==> src/rtl/msx_reset_sequencer_if.sv <==
// Reset-sequencer signal bundle: PLL lock and reset requests in, ordered reset levels and status out.
// The master side drives the requests; the slave modport belongs to msx_reset_sequencer.
interface msx_reset_sequencer_if;
    logic       pll_locked;
    logic       req_cold;
    logic       req_warm;
    logic       cold_reset;
    logic       warm_reset;
    logic       rtc_setup;
    logic       ready;
    logic [1:0] reset_cause;

    modport master (
        output pll_locked, req_cold, req_warm,
        input  cold_reset, warm_reset, rtc_setup, ready, reset_cause
    );

    modport slave (
        input  pll_locked, req_cold, req_warm,
        output cold_reset, warm_reset, rtc_setup, ready, reset_cause
    );
endinterface

==> src/rtl/msx_reset_sequencer.sv <==
// MSX reset sequencer: merges PLL lock, power-on delay and cold/warm requests into POR->COLD->(RTC)->RUN.
// Optional feature macro MSX_RESET_RTC_SETUP_EN adds the RTC load state between COLD and RUN.
module msx_reset_sequencer #(
    parameter int POR_CYCLES  = 5000000,
    parameter int HOLD_CYCLES = 1024,
    parameter int RTC_CYCLES  = 16
) (
    input  logic                  clk_sys,
    input  logic                  reset,
    msx_reset_sequencer_if.slave  bus
);

    localparam int MAX_CYCLES = (POR_CYCLES > HOLD_CYCLES)
                              ? ((POR_CYCLES > RTC_CYCLES) ? POR_CYCLES : RTC_CYCLES)
                              : ((HOLD_CYCLES > RTC_CYCLES) ? HOLD_CYCLES : RTC_CYCLES);
    localparam int CW = $clog2(MAX_CYCLES) + 1;

    localparam logic [CW-1:0] POR_LAST  = CW'(POR_CYCLES - 1);
    localparam logic [CW-1:0] HOLD_LAST = CW'(HOLD_CYCLES - 1);
`ifdef MSX_RESET_RTC_SETUP_EN
    localparam logic [CW-1:0] RTC_LAST  = CW'(RTC_CYCLES - 1);
`endif

    typedef enum logic [2:0] {
        ST_POR  = 3'd0,
        ST_COLD = 3'd1,
        ST_WARM = 3'd2,
        ST_RUN  = 3'd3
`ifdef MSX_RESET_RTC_SETUP_EN
        , ST_RTC = 3'd4
`endif
    } state_t;

    state_t        state_r;
    state_t        state_nxt_s;
    logic [CW-1:0] count_r;
    logic [CW-1:0] count_nxt_s;
    logic [1:0]    cause_r;
    logic [1:0]    cause_nxt_s;
    logic          req_cold_d_r;
    logic          req_warm_d_r;
    logic          cold_hold_s;
    logic          warm_hold_s;
    logic [2:0]    levels_s;
    logic          cold_r;
    logic          warm_r;
    logic          ready_r;

    // {cold_reset, warm_reset, ready} for each state
    function automatic logic [2:0] decode_levels(input state_t s);
        case (s)
            ST_POR:  decode_levels = 3'b110;
            ST_COLD: decode_levels = 3'b110;
            ST_WARM: decode_levels = 3'b010;
            ST_RUN:  decode_levels = 3'b001;
`ifdef MSX_RESET_RTC_SETUP_EN
            ST_RTC:  decode_levels = 3'b010;
`endif
            default: decode_levels = 3'b110;
        endcase
    endfunction

    // The edge on which a request is first seen low still pins the counter, so the
    // hold window of HOLD_CYCLES starts only after the request has been released.
    assign cold_hold_s = bus.req_cold | req_cold_d_r;
    assign warm_hold_s = bus.req_warm | req_warm_d_r;

    // Next-state, sequence counter and reset-cause selection
    always_comb begin
        state_nxt_s = state_r;
        count_nxt_s = count_r;
        cause_nxt_s = cause_r;
        if (!bus.pll_locked) begin
            state_nxt_s = ST_POR;
            count_nxt_s = '0;
            if (state_r == ST_RUN) begin
                cause_nxt_s = 2'd3;
            end else begin
                cause_nxt_s = cause_r;
            end
        end else begin
            case (state_r)
                ST_POR: begin
                    if (count_r == POR_LAST) begin
                        state_nxt_s = ST_COLD;
                        count_nxt_s = '0;
                    end else begin
                        count_nxt_s = count_r + 1'b1;
                    end
                end
                ST_COLD: begin
                    if (cold_hold_s) begin
                        count_nxt_s = '0;
                    end else if (count_r == HOLD_LAST) begin
`ifdef MSX_RESET_RTC_SETUP_EN
                        state_nxt_s = ST_RTC;
`else
                        state_nxt_s = ST_RUN;
`endif
                        count_nxt_s = '0;
                    end else begin
                        count_nxt_s = count_r + 1'b1;
                    end
                end
`ifdef MSX_RESET_RTC_SETUP_EN
                ST_RTC: begin
                    if (bus.req_cold) begin
                        state_nxt_s = ST_COLD;
                        count_nxt_s = '0;
                    end else if (count_r == RTC_LAST) begin
                        state_nxt_s = ST_RUN;
                        count_nxt_s = '0;
                    end else begin
                        count_nxt_s = count_r + 1'b1;
                    end
                end
`endif
                ST_WARM: begin
                    if (bus.req_cold) begin
                        state_nxt_s = ST_COLD;
                        count_nxt_s = '0;
                    end else if (warm_hold_s) begin
                        count_nxt_s = '0;
                    end else if (count_r == HOLD_LAST) begin
                        state_nxt_s = ST_RUN;
                        count_nxt_s = '0;
                    end else begin
                        count_nxt_s = count_r + 1'b1;
                    end
                end
                ST_RUN: begin
                    if (bus.req_cold) begin
                        state_nxt_s = ST_COLD;
                        count_nxt_s = '0;
                        cause_nxt_s = 2'd1;
                    end else if (bus.req_warm) begin
                        state_nxt_s = ST_WARM;
                        count_nxt_s = '0;
                        cause_nxt_s = 2'd2;
                    end else begin
                        count_nxt_s = '0;
                    end
                end
                default: begin
                    state_nxt_s = ST_POR;
                    count_nxt_s = '0;
                end
            endcase
        end
    end

    assign levels_s = decode_levels(state_nxt_s);

    // State, counter, request history and registered output levels
    always_ff @(posedge clk_sys) begin
        if (reset) begin
            state_r      <= ST_POR;
            count_r      <= '0;
            cause_r      <= 2'd0;
            req_cold_d_r <= 1'b0;
            req_warm_d_r <= 1'b0;
            cold_r       <= 1'b1;
            warm_r       <= 1'b1;
            ready_r      <= 1'b0;
        end else begin
            state_r      <= state_nxt_s;
            count_r      <= count_nxt_s;
            cause_r      <= cause_nxt_s;
            req_cold_d_r <= bus.req_cold;
            req_warm_d_r <= bus.req_warm;
            cold_r       <= levels_s[2];
            warm_r       <= levels_s[1];
            ready_r      <= levels_s[0];
        end
    end

`ifdef MSX_RESET_RTC_SETUP_EN
    logic rtc_r;

    // RTC load strobe, high for the whole RTC state
    always_ff @(posedge clk_sys) begin
        if (reset) begin
            rtc_r <= 1'b0;
        end else begin
            rtc_r <= (state_nxt_s == ST_RTC);
        end
    end

    assign bus.rtc_setup = rtc_r;
`else
    assign bus.rtc_setup = 1'b0;
`endif

    assign bus.cold_reset  = cold_r;
    assign bus.warm_reset  = warm_r;
    assign bus.ready       = ready_r;
    assign bus.reset_cause = cause_r;

endmodule

==> src/flat_wrapper.sv <==
// flat-port wrapper written by rule: the top's interface ports become plain ports
module msx_reset_sequencer_flat 
#(
    parameter int POR_CYCLES  = 5000000,
    parameter int HOLD_CYCLES = 1024,
    parameter int RTC_CYCLES  = 16
)
  (clk_sys, reset, bus_pll_locked, bus_req_cold, bus_req_warm, bus_cold_reset, bus_warm_reset, bus_rtc_setup, bus_ready, bus_reset_cause);
  msx_reset_sequencer_if bus_i ();
  input  logic clk_sys;
  input  logic reset;
  input wire logic [$bits(bus_i.pll_locked)-1:0] bus_pll_locked;
  input wire logic [$bits(bus_i.req_cold)-1:0] bus_req_cold;
  input wire logic [$bits(bus_i.req_warm)-1:0] bus_req_warm;
  output wire logic [$bits(bus_i.cold_reset)-1:0] bus_cold_reset;
  output wire logic [$bits(bus_i.warm_reset)-1:0] bus_warm_reset;
  output wire logic [$bits(bus_i.rtc_setup)-1:0] bus_rtc_setup;
  output wire logic [$bits(bus_i.ready)-1:0] bus_ready;
  output wire logic [$bits(bus_i.reset_cause)-1:0] bus_reset_cause;
  assign bus_i.pll_locked = bus_pll_locked;
  assign bus_i.req_cold = bus_req_cold;
  assign bus_i.req_warm = bus_req_warm;
  assign bus_cold_reset = bus_i.cold_reset;
  assign bus_warm_reset = bus_i.warm_reset;
  assign bus_rtc_setup = bus_i.rtc_setup;
  assign bus_ready = bus_i.ready;
  assign bus_reset_cause = bus_i.reset_cause;
  msx_reset_sequencer #(.POR_CYCLES(POR_CYCLES), .HOLD_CYCLES(HOLD_CYCLES), .RTC_CYCLES(RTC_CYCLES)) u_core (.clk_sys(clk_sys), .reset(reset), .bus(bus_i));
endmodule
==> config.mk <==
export PLATFORM = sky130hd
export DESIGN_NAME = msx_reset_sequencer_flat
export DESIGN_NICKNAME = d
export VERILOG_FILES = /design/src/rtl/msx_reset_sequencer_if.sv /design/src/rtl/msx_reset_sequencer.sv /design/src/flat_wrapper.sv
export SDC_FILE = /design/constraint.sdc
export NUM_CORES = 1
export LEC_CHECK = 0
export CAP_MARGIN = 20
export CELL_PAD_IN_SITES_DETAIL_PLACEMENT = 1
export CELL_PAD_IN_SITES_GLOBAL_PLACEMENT = 1
export CORE_MARGIN = 3
export CORE_UTILIZATION = 45
export DETAILED_ROUTE_END_ITERATION = 16
export GPL_TIMING_DRIVEN = 1
export PLACE_DENSITY_LB_ADDON = 0.1
export SYNTH_ARGS = -nofsm -noshare
export SYNTH_HDL_FRONTEND = slang
export SYNTH_SLANG_ARGS = --single-unit
export TNS_END_PERCENT = 30
==> constraint.sdc <==
create_clock -name clk_sys -period 3.9 [get_ports clk_sys]
set_input_delay 0.78 -clock clk_sys [delete_from_list [all_inputs] [get_ports clk_sys]]
set_output_delay 0.78 -clock clk_sys [all_outputs]
set_load 0.005 [all_outputs]
==> flow_summary_export.csv, run 1 <==
group,metric,value,unit
setup_path,cp_data_required_time,4110,ps
finish,utilization,0.548,
drt,wl_per_cell,16.1,um
power,p_per_area,363,nW/um2
setup_path,path_class,"primary input to register",
placed_design,placed_cell_area,1780,um2
drt,vias_per_cell,5.85,
placed_design,gp_congestion,0.837,
timing,tightestPinTransition,1010,ps
synth,avgSynthCellArea,9.38,um2
clock_network,cts_max_level,2,
timing,setup-tns-final,0,ps
synth,yosysMostFrequentCell,"dfxtp_1",
clock_network,tritoncts,"built",
clock_network,cts_hold_buf,0,
clock_network,post_cts_buffers,0,
setup_path,crit_start,"bus_req_warm",
timing,fmax,372,MHz
setup_path,worstPathArrival,2900,ps
global_routing,grt_max_degree,17,
clock_network,clk_pin_slew,70,ps
setup_path,endpoint,"u_core.count_r[14]",
timing,clock-skew-final,7.70,ps
setup_path,rrSetupSlack,1270,ps
power,peakVddDrop,0.212,mV
timing,hold_viol,0,
synth,yosysSeqAreaShare,0.410,
clock_network,clk-insertion-delay-late,300,ps
drt,routed_wl,3810,um
synth,synth_area_leaders,"dfxtp_1 (41%), a22oi_2 (5.3%), a21oi_1 (4.5%)",
drt,drt_iter0_markers,59,
timing,setup_viol,0,
setup_path,r2r-start,"u_core.count_r[0]",
floorplanning,dieArea,4450,um2
global_routing,grt_use_total,0.201,
timing,fin_crit,2690,ps
floorplanning,initial_core_util,0.482,
run,maxCapViolCount,0,
drt,drcViolationCount,0,
timing,rsz0062_at_grt,"no",
clock_network,ctsRootBufferMaster,"clkbuf_8",
drt,vias,1381,
setup_path,r2r_cells,6,
status,status,"complete, no violations",
global_routing,grt_pass1_vias,1463,
floorplanning,die_x,66.7,um
finish,fin_area,1890,um2
synth,synth_area,1660,um2
clock_network,cts_buffers,5,
timing,maxSlewHeadroom,0.325,
setup_path,reg2reg_to,"u_core.count_r[22]",
synth,synth-seq-cells,34,
synth,async_flop_share,0,
synth,synthDistinctLibCells,46,
global_routing,overflow,0,
setup_path,cp-end-kind,"register",
power,p_leak,0.582,nW
min_path,hp-class,"register to register",
finish,layout-drive-gt1-share,0.142,
clock_network,cts.sinks,34,
synth,synth_area_leader_cell,"dfxtp_1",
placed_design,dpl.hpwl,2700,um
power,power,0.000686,W
floorplanning,coreArea,3440,um2
timing,fin_hold_ws,460,ps
setup_path,setup.worst_path.start_class,"primary input",
synth,syn_inst,177,
timing,fin_crit_sh,0.690,
finish,n_antenna_cell,0,
finish,final_nets,195,
global_routing,grt_pass1_wl,6660,um
timing,slew_viol_final,0,
synth,yosysTopAreaCellShare,0.410,
finish,syn_to_final_growth,13.6,%
global_routing,antenna_found_initial,0,
drt,dr.pass1.iters,4,
placed_design,io_buffers,9,
setup_path,crit_fanout,16,
clock_network,cts_resized,0,
clock_network,cts_buffer_depth,2,
floorplanning,io_pins,11,
floorplanning,rows,21,
synth,yosysWarnings,0,
synth,synthFlopType,"dfxtp_1",
synth,synth-edff-count,0,
synth,synth_commonest_cells,"dfxtp_1 (34), a21oi_1 (15), nand2_1 (14)",
drt,antenna_left,0,
floorplanning,die_y,66.7,um
## area by class of cell
cell class,instances,area (um2)
clock inverter,3,40.0
clock buffer,5,68.8
inverter,6,22.5
tap,46,57.6
timing repair buffer,11,105
fill,402,1560
multi-input combinational,131,912
sequential,34,681
## where the power goes
part | internal [W] | total [W] | switching (W)
logic | 0.00000697 | 0.0000160 | 0.00000904
registers | 0.000349 | 0.000351 | 0.00000141
clock network | 0.000188 | 0.000319 | 0.000131
total | 0.000544 | 0.000686 | 0.000142
## metrics by stage
stage	worst slack (ps)	cells
2_1_floorplan	1770	178
3_3_place_gp	1030	228
3_5_place_dp	898	228
4_1_cts	1200	236
5_1_grt	1060	236
6_report	1210	236
## state kept, by name, indices dropped and copies added (netlist names)
| name | count |
|---|---|
| u_core.req_cold_d_r | 1 |
| u_core.count_r | 24 |
| u_core.bus.cold_reset | 1 |
| u_core.state_r | 3 |
| u_core.bus.ready | 1 |
| u_core.bus.reset_cause | 2 |
| u_core.bus.warm_reset | 1 |
| u_core.req_warm_d_r | 1 |
## critical path, cell delays in order
cell and delay (ps):
clkdlybuf4s50_1 480, or4b_4 570, a2111oi_4 330, o31ai_2 270, buf_4 270, a22oi_1 190
## how the worst min path moves through the flow
stage	startpoint	endpoint	slack, ps	cells past startpoint
final	u_core.bus.reset_cause[0]	u_core.bus.reset_cause[0]	460	2
after floorplan	u_core.bus.reset_cause[0]	u_core.bus.reset_cause[0]	450	2
after CTS	u_core.bus.reset_cause[0]	u_core.bus.reset_cause[0]	470	2
after global placement	u_core.bus.reset_cause[0]	u_core.bus.reset_cause[0]	440	2
after detailed placement	u_core.bus.reset_cause[0]	u_core.bus.reset_cause[0]	460	2
after global routing	u_core.bus.reset_cause[0]	u_core.bus.reset_cause[0]	500	2
## per-layer routing
layer	global-route usage	up-vias	wire length, um	share of wire
li1	-	684	-	-
met2	0.335	14	1870	0.49
met4	0.112	0	82	0.022
met1	0.235	676	1750	0.46
met5	0	-	0	0
met3	0.0455	7	97	0.025
## cells by family (layout without fill, tap and decap cells)
group / after synthesis / in the layout / synth area share
AOI/OAI and AO/OA: 48 / 48 / 0.226
xor gates and xnor gates: 12 / 12 / 0.0633
and+or+nand+nor: 68 / 68 / 0.248
buffers and inverters: 13 / 25 / 0.0429
DFF: 34 / 34 / 0.410
other: 1 / 2 / 0.00226
adders and majority gates: 1 / 1 / 0.00753
## cells in the final DEF, fill, tap and decap left out, types with 2 or more instances in the layout
| cell | n |
|---|---|
| a21oi_1 | 15 |
| a22oi_1 | 3 |
| a22oi_2 | 7 |
| and4_1 | 3 |
| buf_4 | 2 |
| clkbuf_8 | 5 |
| clkdlybuf4s50_1 | 9 |
| clkinv_2 | 2 |
| conb_1 | 2 |
| dfxtp_1 | 34 |
| inv_1 | 6 |
| nand2_1 | 14 |
| nand2b_1 | 2 |
| nand3_1 | 10 |
| nand4_1 | 4 |
| nor2_1 | 3 |
| nor2b_1 | 2 |
| nor3_1 | 7 |
| nor4_1 | 2 |
| o21ai_0 | 9 |
| o31ai_1 | 2 |
| o31ai_2 | 2 |
| or3_1 | 8 |
| or4_1 | 3 |
| or4b_4 | 2 |
| xnor2_1 | 8 |
| xor2_1 | 4 |
Power figures use the tool's default switching activity.
==> run 2: changes to the inputs <==
==> constraint.sdc (replaced) <==
create_clock -name clk_sys -period 2.7 [get_ports clk_sys]
set_input_delay 0.54 -clock clk_sys [delete_from_list [all_inputs] [get_ports clk_sys]]
set_output_delay 0.54 -clock clk_sys [all_outputs]
set_load 0.005 [all_outputs]
==> flow_summary_export.csv, run 2 (synthesis gave the netlist of run 1 again) <==
group,metric,value,unit
status,status,"complete, no violations",
finish,final_nets,198,
global_routing,grt_pass1_wl,6780,um
power,p_leak,0.600,nW
timing,setup_ws,304,ps
timing,setup_viol,0,
floorplanning,coreArea,3440,um2
global_routing,antenna_found_initial,0,
floorplanning,dieArea,4450,um2
power,p_per_area,506,nW/um2
placed_design,dpl_worst_slack,67.9,ps
finish,syn_to_final_growth,15.8,%
setup_path,crit_buf_inv,1,
drt,vias_per_cell,5.95,
drt,wl_per_cell,17.0,um
timing,fmax,417,MHz
setup_path,crit_fanout,11,
clock_network,clk_pin_slew,70,ps
setup_path,cp_data_required_time,2860,ps
timing,fin_crit,2400,ps
clock_network,cts_resized,0,
timing,hold_viol,0,
power,peakVddDrop,0.321,mV
placed_design,gp_congestion,0.894,
floorplanning,io_pins,11,
clock_network,ctsRootBufferMaster,"clkbuf_8",
clock_network,post_cts_buffers,0,
setup_path,cp-end-kind,"register",
setup_path,path_class,"register to register",
setup_path,setup.worst_path.start_class,"register",
finish,fin_area,1920,um2
drt,dr.pass1.iters,6,
global_routing,grt_use_total,0.206,
finish,largest_register_ffs,24,
clock_network,clk-insertion-delay-late,280,ps
floorplanning,rows,21,
floorplanning,initial_core_util,0.482,
timing,tightestPinTransition,871,ps
min_path,hp-class,"register to register",
clock_network,tritoncts,"built",
finish,layout_common_cells,"dfxtp_1 (34), a21oi_1 (15), nand2_1 (14), nand3_1 (10)",
setup_path,path_cells,"ha_1, and4_2, nand2_1, o31ai_2, buf_4, a22oi_1",
run,maxCapViolCount,0,
timing,slew_viol_final,0,
drt,drt_iter0_markers,82,
timing,setup-tns-final,0,ps
setup_path,worstPathArrival,2560,ps
timing,fin_hold_ws,462,ps
finish,n_antenna_cell,0,
setup_path,cp_slowest_cell,"o31ai_2",
clock_network,cts_hold_buf,0,
timing,clock-skew-final,2.82,ps
global_routing,overflow,0,
drt,vias,1422,
placed_design,dpl.hpwl,2890,um
drt,antenna_left,0,
setup_path,crit_family,"compound AO/OA/AOI/OAI gates",
global_routing,grt_max_degree,13,
setup_path,slowest_delay,770,ps
clock_network,cts_max_level,2,
floorplanning,die_y,66.7,um
clock_network,cts_buffer_depth,2,
finish,final_common_cell,"dfxtp_1",
placed_design,io_buffers,9,
global_routing,grt_pass1_vias,1397,
timing,fin_crit_sh,0.887,
drt,drcViolationCount,0,
finish,nFillCells,404,
floorplanning,die_x,66.7,um
finish,layout-drive-gt1-share,0.155,
timing,maxSlewHeadroom,0.416,
finish,largest-register,"u_core.count_r",
clock_network,cts_buffers,5,
clock_network,cts.sinks,34,
placed_design,placed_cell_area,1810,um2
drt,routed_wl,4070,um
timing,rsz0062_at_grt,"no",
run 2: cell types whose count changed in the layout (fill, tap and decap cells not counted), sizes merged:
cell    before  now
bufinv       1    0
buf          2    5
clkinv       2    0
clkbuf       5    8
run 2: worst register-to-register path, stage by stage (launching register included):
cell,delay (ps)
dfxtp_1,400
ha_1,240
and4_2,300
nand2_1,150
o31ai_2,770
buf_4,300
a22oi_1,110
run 2: metal layers:
metal	track usage	vias to the layer above	part of all wire
li1	-	692	-
met3	0.0573	4	0.031
met5	0	-	0
met1	0.249	707	0.47
met4	0.0761	0	0.012
met2	0.344	19	0.49
run 2: worst paths after layout:
| kind | depth (start not counted) | end | start | slack, ps |
|---|---|---|---|---|
| min | 2 | u_core.bus.reset_cause[0] | u_core.bus.reset_cause[0] | 460 |
| min reg2reg | 2 | u_core.bus.reset_cause[0] | u_core.bus.reset_cause[0] | 460 |
| max | 6 | u_core.count_r[14] | u_core.count_r[0] | 300 |
| max reg2reg | 6 | u_core.count_r[14] | u_core.count_r[0] | 300 |
run 2: metrics by stage:
stage          instances  utilization  total power, W
6_report             239        0.559        0.000974
5_1_grt              239        0.559         0.00101
3_3_place_gp         231        0.527        0.000544
2_1_floorplan        178            -        0.000530
3_5_place_dp         231        0.527        0.000544
4_1_cts              239        0.559        0.000985
run 2: final cells by class:
| type | count | area, um2 | area share |
|---|---|---|---|
| sequential | 34 | 681 | 0.354 |
| clock buffer | 8 | 110 | 0.0573 |
| tap | 46 | 57.6 | 0.0299 |
| timing repair buffer | 14 | 140 | 0.0729 |
| multi-input combinational | 131 | 912 | 0.474 |
| inverter | 6 | 22.5 | 0.0117 |
run 2: power breakdown:
| part | internal [W] | switching (W) |
|---|---|---|
| logic | 0.0000131 | 0.0000136 |
| registers | 0.000505 | 0.00000194 |
| clock network | 0.000257 | 0.000183 |
| total | 0.000775 | 0.000199 |
